==> src/rtl/spi_flash_stream.sv <==
// SPI NOR/EEPROM read streamer: sends CMD and address, then streams WORD_W-bit
// words to a valid/ready consumer. SCLK is divided from clk and pauses on back-pressure.
module spi_flash_stream #(
  parameter int unsigned ADDR_W    = 24,
  parameter int unsigned WORD_W    = 32,
  parameter int unsigned SCLK_HALF = 1,
  parameter logic [7:0]  CMD       = 8'h03,
  parameter int unsigned CS_GAP    = 2
) (
  input  logic              clk,
  input  logic              rst,
  input  logic [ADDR_W-1:0] IN_addr,
  input  logic [15:0]       IN_len,
  input  logic              IN_start,
  input  logic              IN_cancel,
  input  logic              IN_ready,
  output logic [WORD_W-1:0] OUT_word,
  output logic              OUT_wordValid,
  output logic              OUT_busy,
  output logic              OUT_done,
  output logic              OUT_sclk,
  output logic              OUT_cs,
  output logic              OUT_mosi,
  input  logic              IN_miso
);

  localparam logic [2:0] S_IDLE  = 3'd0;
  localparam logic [2:0] S_CMD   = 3'd1;
  localparam logic [2:0] S_ADDR  = 3'd2;
  localparam logic [2:0] S_DATA  = 3'd3;
  localparam logic [2:0] S_STALL = 3'd4;
  localparam logic [2:0] S_GAP   = 3'd5;

  localparam int unsigned TXW  = 8 + ADDR_W;
  localparam int unsigned HW   = $clog2(SCLK_HALF + 1);
  localparam int unsigned GW   = (CS_GAP > 1) ? $clog2(CS_GAP) : 1;
  localparam int unsigned MAXB = (ADDR_W > WORD_W) ? ADDR_W : WORD_W;
  localparam int unsigned BW   = $clog2(MAXB);

  localparam logic [HW-1:0] HALF    = HW'(SCLK_HALF);
  localparam logic [HW-1:0] HALF_M1 = HW'(SCLK_HALF - 1);
  localparam logic [GW-1:0] GAP_M1  = GW'(CS_GAP - 1);

  logic [2:0]        state_q, state_d;
  logic [HW-1:0]     hcnt_q, hcnt_d;
  logic [BW-1:0]     bcnt_q, bcnt_d;
  logic [TXW-1:0]    tx_q, tx_d;
  logic [WORD_W-1:0] shift_q, shift_d;
  logic [WORD_W-1:0] word_q, word_d;
  logic              valid_q, valid_d;
  logic [15:0]       wcnt_q, wcnt_d;
  logic [15:0]       len_q, len_d;
  logic [GW-1:0]     gcnt_q, gcnt_d;
  logic              sclk_q, sclk_d;
  logic              cs_q, cs_d;
  logic              mosi_q, mosi_d;
  logic              done_q, done_d;
  logic              go_gap;
  logic              len_hit;
  logic [WORD_W-1:0] full_word;

  // The counter is compared after it has been registered, so the transfer ends
  // one cycle after the final word loads; that cycle is still a SCLK-low phase.
  assign len_hit = (len_q != 16'd0) && (wcnt_q == len_q);

  // Next-state logic: bit timing, shifting, holding register and word count.
  always_comb begin
    state_d   = state_q;
    hcnt_d    = hcnt_q;
    bcnt_d    = bcnt_q;
    tx_d      = tx_q;
    shift_d   = shift_q;
    word_d    = word_q;
    valid_d   = valid_q;
    wcnt_d    = wcnt_q;
    len_d     = len_q;
    gcnt_d    = gcnt_q;
    sclk_d    = sclk_q;
    cs_d      = cs_q;
    mosi_d    = mosi_q;
    done_d    = 1'b0;
    go_gap    = 1'b0;
    full_word = {shift_q[WORD_W-2:0], IN_miso};

    if (valid_q && IN_ready) valid_d = 1'b0;

    case (state_q)
      S_IDLE: begin
        cs_d   = 1'b1;
        sclk_d = 1'b0;
        mosi_d = 1'b0;
        if (IN_start && !IN_cancel) begin
          state_d = S_CMD;
          cs_d    = 1'b0;
          tx_d    = {CMD, IN_addr};
          mosi_d  = CMD[7];
          len_d   = IN_len;
          wcnt_d  = 16'd0;
          bcnt_d  = '0;
          // One extra cycle of CS-low lead-in before the first low phase.
          hcnt_d  = HALF;
        end
      end

      S_CMD, S_ADDR, S_DATA: begin
        if (IN_cancel || (state_q == S_DATA && len_hit)) begin
          go_gap = 1'b1;
        end else if (hcnt_q != '0) begin
          hcnt_d = hcnt_q - HW'(1);
        end else if (!sclk_q) begin
          sclk_d = 1'b1;
          hcnt_d = HALF_M1;
        end else begin
          // End of the high phase: sample MISO, start next bit's low phase.
          sclk_d = 1'b0;
          hcnt_d = HALF_M1;
          bcnt_d = bcnt_q + BW'(1);
          if (state_q == S_DATA) begin
            shift_d = full_word;
            if (bcnt_q == BW'(WORD_W - 1)) begin
              bcnt_d = '0;
              if (!valid_q || IN_ready) begin
                word_d  = full_word;
                valid_d = 1'b1;
                wcnt_d  = wcnt_q + 16'd1;
              end else begin
                state_d = S_STALL;
              end
            end
          end else begin
            tx_d   = tx_q << 1;
            mosi_d = tx_q[TXW-2];
            if (state_q == S_CMD && bcnt_q == BW'(7)) begin
              state_d = S_ADDR;
              bcnt_d  = '0;
            end else if (state_q == S_ADDR && bcnt_q == BW'(ADDR_W - 1)) begin
              state_d = S_DATA;
              bcnt_d  = '0;
              mosi_d  = 1'b0;
            end
          end
        end
      end

      S_STALL: begin
        sclk_d = 1'b0;
        if (IN_cancel) begin
          go_gap = 1'b1;
        end else if (valid_q && IN_ready) begin
          word_d  = shift_q;
          valid_d = 1'b1;
          wcnt_d  = wcnt_q + 16'd1;
          state_d = S_DATA;
          hcnt_d  = HALF_M1;
        end
      end

      S_GAP: begin
        cs_d   = 1'b1;
        sclk_d = 1'b0;
        mosi_d = 1'b0;
        if (gcnt_q == '0) begin
          state_d = S_IDLE;
          done_d  = 1'b1;
        end else begin
          gcnt_d = gcnt_q - GW'(1);
        end
      end

      default: state_d = S_IDLE;
    endcase

    if (go_gap) begin
      state_d = S_GAP;
      cs_d    = 1'b1;
      sclk_d  = 1'b0;
      mosi_d  = 1'b0;
      gcnt_d  = GAP_M1;
    end
  end

  // State and output registers with asynchronous active-low reset.
  always_ff @(posedge clk or negedge rst) begin
    if (!rst) begin
      state_q <= S_IDLE;
      hcnt_q  <= '0;
      bcnt_q  <= '0;
      tx_q    <= '0;
      shift_q <= '0;
      word_q  <= '0;
      valid_q <= 1'b0;
      wcnt_q  <= 16'd0;
      len_q   <= 16'd0;
      gcnt_q  <= '0;
      sclk_q  <= 1'b0;
      cs_q    <= 1'b1;
      mosi_q  <= 1'b0;
      done_q  <= 1'b0;
    end else begin
      state_q <= state_d;
      hcnt_q  <= hcnt_d;
      bcnt_q  <= bcnt_d;
      tx_q    <= tx_d;
      shift_q <= shift_d;
      word_q  <= word_d;
      valid_q <= valid_d;
      wcnt_q  <= wcnt_d;
      len_q   <= len_d;
      gcnt_q  <= gcnt_d;
      sclk_q  <= sclk_d;
      cs_q    <= cs_d;
      mosi_q  <= mosi_d;
      done_q  <= done_d;
    end
  end

  assign OUT_word      = word_q;
  assign OUT_wordValid = valid_q;
  assign OUT_busy      = (state_q != S_IDLE);
  assign OUT_done      = done_q;
  assign OUT_sclk      = sclk_q;
  assign OUT_cs        = cs_q;
  assign OUT_mosi      = mosi_q;

endmodule

==> config.mk <==
export PLATFORM = sky130hd
export DESIGN_NAME = spi_flash_stream
export DESIGN_NICKNAME = d
export VERILOG_FILES = /design/src/rtl/spi_flash_stream.sv
export SDC_FILE = /design/constraint.sdc
export NUM_CORES = 1
export LEC_CHECK = 0
export ABC_AREA = 1
export ABC_CLOCK_PERIOD_IN_PS = 4700
export BUFFER_PORTS_ARGS = -buffer_cell sky130_fd_sc_hd__buf_2
export CAP_MARGIN = 20
export CORE_AREA = 4 4 103 153
export CTS_CLUSTER_DIAMETER = 100
export DETAILED_ROUTE_END_ITERATION = 8
export DIE_AREA = 0 0 107 157
export PLACE_DENSITY = 0.67
export REMOVE_ABC_BUFFERS = 1
export SYNTH_ARGS = -nofsm -noshare
export SYNTH_HDL_FRONTEND = slang
export SYNTH_SLANG_ARGS = --single-unit
==> constraint.sdc <==
create_clock -name clk -period 4.7 [get_ports clk]
set_input_delay 0.47 -clock clk [delete_from_list [all_inputs] [get_ports clk]]
set_output_delay 0.47 -clock clk [all_outputs]
set_load 0.05 [all_outputs]
==> out/qor.txt, run 1 <==
Nets@finish -> 983
Commonest non-fill, non-tap cell in the layout -> nand2_1
CTS buffer count -> 17
Final Hold Viols -> 0
Max FO, Critical Path -> 65
Static leakage -> 3.89 nW
Status -> finished clean
Tmin final -> 2.97 ns
DPL Wire Length -> 10.3 mm
Yosys warnings -> 0
# diodes -> 0
Clk buf depth -> 2
Largest net degree at the start of global routing -> 105
Core area -> 0.0145 mm²
Post-synthesis mux area share -> 3.67%
Worst setup SP type -> flop
Vias per cell -> 5.00
Grt ovf -> 0
WP data required -> 5.04 ns
Synth Area in Compound Gates -> 13.6%
DIE AREA -> 0.0168 mm²
Pwr Density -> 661 mW/mm²
Postcts setup bufs -> 0
Hold-fix buffers at CTS -> 0
Final setup viols -> 0
Clock Latency Late Sink -> 0.41 ns
FP Rows -> 54
Mapped Area -> 0.00708 mm²
IO buf count -> 83
CTS clk-pin slew, worst paths -> 0.06 ns
CTS tree -> yes
Yosys cell types -> 33
Gp weighted congestion -> 0.888
P&R area growth vs syn -> 15.2%
Post-synthesis sequential area ratio -> 50.2%
Residual DRC -> 0
DRT Wirelength -> 15.0 mm
Clk_skew -> 0.0107 ns
Post-synthesis simple-gate area fraction -> 24.2%
RSZ-0062 raised after global routing -> false
Seq cells post-synth -> 142
Fmax -> 336 MHz
R2r setup slk -> 1.73 ns
Setup TNS -> 0 ns
CTS-repair resized insts -> 0
Syn_area_per_cell -> 8.21 µm²
Total GRT Usage -> 18.9%
Root Buffer -> clkbuf_16
Die Ht -> 157 µm
Detail Route Antenna Nets -> 0
Tightest Pin Transition -> 0.952 ns
Post-place setup slack -> 1.61 ns
Fillers -> 1379
Final period util -> 63.3%
Vias -> 5712
Xor/xnor share of the synthesized area -> 0.495%
Initial Util -> 49.0%
Max-slew violation count -> 0
DRT iter0 DRCs -> 266
Mean routed wirelength per cell -> 13.1 µm
Setup CP Type -> flop to flop
Vias in the first global route -> 5551
Post-synthesis adder-cell area fraction -> 0.530%
First-pass GRT wire length -> 25.7 mm
Fraction of layout cells with a size suffix above 1 -> 18.6%
Mapped Cells -> 863
Main combinational cell family by area after synthesis -> simple AND/OR/NAND/NOR gates
Setup ws final -> 1.73 ns
CTS Sinks -> 142
CTS H-tree depth -> 4
Most frequent cells in the layout -> nand2_1, dfrtp_1, o21ai_0, inv_1, buf_2
1st-pass router iterations -> 5
Max-slew headroom -> 36.5%
Arrival time of the worst setup path -> 3.31 ns
HP Class -> primary input to asynchronous set/reset pin
Power Total -> 5.39 mW
Crit end category -> flop
Number of antenna violations at the first check in global routing -> 0
Max cap viols -> 0
Worst vdd ir -> 0.336 mV
I/O pin count -> 84
Die width -> 107 µm
-- flip-flops by register name (all words and copies together) (netlist names), 3 cells and up --
| signal | flops |
|---|---|
| state_q | 3 |
| tx_q | 31 |
| OUT_word | 32 |
| shift_q | 32 |
| bcnt_q | 5 |
| len_q | 16 |
| wcnt_q | 16 |
-- kinds of logic after synthesis --
kind of cell	Yosys count
AOI/OAI and AO/OA	171
xor gates and xnor gates	4
adders and majority gates	3
buffers and inverters	122
DFF	142
muxes	26
and+or+nand+nor	395
-- cell type report --
cell class / count / area (µm²) / area share, %
multi-input cells: 599 / 3010 / 36.9
clock inverters: 11 / 109 / 1.33
well taps: 196 / 245 / 3.01
inverters: 87 / 329 / 4.03
flip-flops and latches: 142 / 3550 / 43.6
clock buffers: 20 / 457 / 5.60
repair buffers: 87 / 455 / 5.58
-- cell usage after synthesis, drive strengths merged --
master	number	area, µm²
nand2	259	1010
mux2i	26	260
nand4	9	56.3
nor2	62	283
inv	87	329
ha	3	37.5
o211ai	2	15.0
or3	2	12.5
a31oi	1	6.26
nand3	48	270
dfstp	1	26.3
nor3	13	65.1
o21ai	150	852
buf	20	134
a21oi	18	90.1
or2	2	12.5
dfrtp	141	3530
clkbuf	15	57.6
xor2	4	35.0
-- report_power, final --
group          internal [mW]  switching, mW  total [mW]
Clock                  0.760          0.529        1.29
Combinational          0.647           1.61        2.25
Sequential              1.59          0.258        1.85
-- final timing paths --
path / startpoint / depth (start not counted) / end
worst max-delay path: state_q[0] / 12 / OUT_word[29]
worst min-delay path: rst / 1 / OUT_word[25]
worst max register to register: state_q[0] / 12 / OUT_word[29]
worst min register to register: gcnt_q / 1 / OUT_done
max in group asynchronous: rst / 2 / OUT_wordValid
min in group clk: IN_addr[0] / 3 / tx_q[0]
-- metal layers --
layer	routed length (µm)	vias up	share of wire, %	GRT usage (%)
li1	-	2933	-	-
met2	7590	115	51	33.1
met3	666	18	4.4	4.64
met4	232	0	1.5	5.67
met1	6490	2646	43	23.1
met5	0	-	0	0
-- through the flow --
| step | utilization (%) | area, µm² | cells | hold WS, ns |
|---|---|---|---|---|
| finish | 56.4 | 8160 | 1142 | 0.166 |
| CTS | 56.3 | 8150 | 1141 | 0.225 |
| floorplan | - | 6890 | 828 | 0.174 |
| detailed placement | 52.4 | 7580 | 1110 | 0.420 |
| global route | 56.4 | 8160 | 1142 | 0.251 |
| global placement | 52.4 | 7580 | 1110 | 0.414 |
-- worst max-delay path, stage by stage (launching register included) --
cell and delay [ns]:
dfrtp_1 0.46, nor2_4 0.26, inv_2 0.11, nor2_8 0.54, nand2_1 0.20, o21ai_1 0.12, inv_1 0.05, nand4_1 0.11
nor2_2 0.06, nand2_2 0.06, buf_4 0.60, nand2_1 0.15, o21ai_2 0.09
Note: power is estimated with default switching activity, not from simulation.
==> inputs of run 2 (changes only) <==
Settings changed: ABC_CLOCK_PERIOD_IN_PS 4700 to 2800.
Clock period 4.7 ns to 2.8 ns, I/O delays scaled along.
==> run 2 against run 1 <==
Non-clock buffer count increased by 6. First-iteration DRC count increased by 9.0%. Utilization increased by 0.62 points. Hold slack got worse by 0.056 ns. Highest routed layer unchanged.
==> out/qor.txt, run 2 (synthesis gave the netlist of run 1 again) <==
Crit-path cells -> inv_4, nand3_4, nor2_1, nand2_1, nor2_1, nand3_1, nand2_2, nand2_4, nand2_2, buf_12, o21ai_0
CTS buffer count -> 17 (unchanged)
Setup CP Type -> flop to flop
Fin cells -> 1149 (+0.61%)
Worst vdd ir -> 0.658 mV (+96%)
Detail Route Antenna Nets -> 0 (unchanged)
CTS Sinks -> 142 (unchanged)
Residual DRC -> 0 (unchanged)
Tmin final -> 2.24 ns (-0.738 ns)
Max-slew headroom -> 60.1% (+24 points)
Power Total -> 9.13 mW (+69%)
Initial Util -> 49.0% (unchanged)
Clk buf depth -> 2 (unchanged)
IO buf count -> 83 (unchanged)
Grt ovf -> 0 (unchanged)
Storage element area -> 0.00355 mm² (unchanged)
Final period util -> 79.9% (+17 points)
Final setup viols -> 0 (unchanged)
Status -> finished clean
Hold-critical path depth -> 3
Number of antenna violations at the first check in global routing -> 0 (unchanged)
Static leakage -> 3.94 nW (+1.4%)
Mean routed wirelength per cell -> 13.1 µm (+0.21%)
CTS clk-pin slew, worst paths -> 0.06 ns (about the same)
Die width -> 107 µm (unchanged)
FP Rows -> 54 (unchanged)
Tightest Pin Transition -> 0.599 ns (-0.353 ns)
Critical Path Sink -> OUT_word[3]
Largest net degree at the start of global routing -> 66 (-37%)
Total GRT Usage -> 19.2% (+0.27 points)
Fraction of layout cells with a size suffix above 1 -> 19.2% (+0.60 points)
Fillers -> 1395 (+1.2%)
Commonest non-fill, non-tap cell in the layout -> nand2_1
Post-route cell area -> 0.00825 mm² (+1.1%)
# diodes -> 0 (unchanged)
FF-to-FF Start -> state_q[2]
Most frequent cells in the layout -> nand2_1, dfrtp_1, o21ai_0, inv_1, buf_2
DRT iter0 DRCs -> 290 (+9.0%)
CP startpoint -> state_q[2]
Nets@finish -> 989 (+0.61%)
RSZ-0062 raised after global routing -> false
Area after DPL -> 0.00766 mm² (+1.1%)
CTS H-tree depth -> 4 (unchanged)
Fmax -> 447 MHz (+33%)
Vias per cell -> 5.05 (+0.90%)
CTS tree -> yes
Worst setup SP type -> flop
Inst Count DP -> 1116 (+0.54%)
Core area -> 0.0145 mm² (unchanged)
Arrival time of the worst setup path -> 2.51 ns (-0.80 ns)
Slowest cell delay on critical path -> 0.53 ns (-0.07 ns)
R2r worst-path depth -> 11 (-1)
DRT Wirelength -> 15.1 mm (+0.82%)
Core Util, Final -> 57.0% (+0.62 points)
Max cap viols -> 0 (unchanged)
Die Ht -> 157 µm (unchanged)
DPL Wire Length -> 10.4 mm (+1.5%)
HP Class -> primary input to flop
Clk_skew -> 0.0104 ns (-0.000351 ns)
Clock Latency Late Sink -> 0.42 ns (about the same)
Root Buffer -> clkbuf_16
I/O pin count -> 84 (unchanged)
Crit end category -> flop
Hold slack -> 0.110 ns (-0.0556 ns)
Pwr Density -> 1110 mW/mm² (+67%)
WP data required -> 3.08 ns (-1.96 ns)
R2r setup slk -> 0.56 ns (-1.16 ns)
1st-pass router iterations -> 5 (unchanged)
DIE AREA -> 0.0168 mm² (unchanged)
P&R area growth vs syn -> 16.4%
Max-slew violation count -> 0 (unchanged)
Max FO, Critical Path -> 65 (unchanged)
CP max-delay cell -> dfrtp_1
Vias in the first global route -> 5580 (+0.52%)
Multi-input gate area -> 0.00301 mm² (unchanged)
Gp weighted congestion -> 0.925 (+4.1%)
First-pass GRT wire length -> 26.1 mm (+1.3%)
Vias -> 5799 (+1.5%)
Final Hold Viols -> 0 (unchanged)
R2r endpoint -> OUT_word[3]
## run 2: stage by stage
step,TNS (ns),setup slack [ns]
2_1_floorplan,-0.225,-0.0121
5_1_grt,0,0.296
3_3_place_gp,0,0.649
6_report,0,0.564
3_5_place_dp,0,0.603
4_1_cts,0,0.575
## run 2: how the worst min path moves through the flow
stage | from | to | slack (ns)
after floorplan | rst | OUT_done | -0.02
after global placement | rst | OUT_word[25] | 0.32
after detailed placement | rst | OUT_word[25] | 0.32
after CTS | IN_len[11] | len_q[11] | 0.1
after global routing | IN_len[11] | len_q[11] | 0.10
final | IN_len[11] | len_q[11] | 0.11
## run 2: final cells by class
type / count / area share (%)
inverters: 87 / 3.99
well taps: 196 / 2.97
clock inverters: 14 / 1.64
repair buffers: 93 / 6.51
multi-input cells: 599 / 36.5
clock buffers: 18 / 5.32
flip-flops and latches: 142 / 43.1
## run 2: per-layer routing
| layer | up-vias | GRT usage, % | routed length [µm] |
|---|---|---|---|
| li1 | 2951 | - | - |
| met1 | 2714 | 24.0 | 6470 |
| met2 | 114 | 32.3 | 7660 |
| met3 | 20 | 4.43 | 681 |
| met4 | 0 | 7.43 | 286 |
| met5 | - | 0 | 0 |
## run 2: power by group
| part | internal, mW | switching (mW) |
|---|---|---|
| sequential | 2.67 | 0.431 |
| combinational | 1.12 | 2.72 |
| clock | 1.26 | 0.913 |
| total | 5.06 | 4.07 |
## run 2: critical path, delay by kind of cell (launching register included)
kind	cells	cell delay [ns]
AND/OR/NAND/NOR	8	0.86
AO/OA/AOI/OAI	1	0.15
buffers and inverters	2	0.50
flip-flops	1	0.53
## run 2: what timing repair did
action                    CTS  global route
gates resized for setup     0             0
hold buffers                1             0
setup buffers               0             0
hold endpoints to repair   63             0
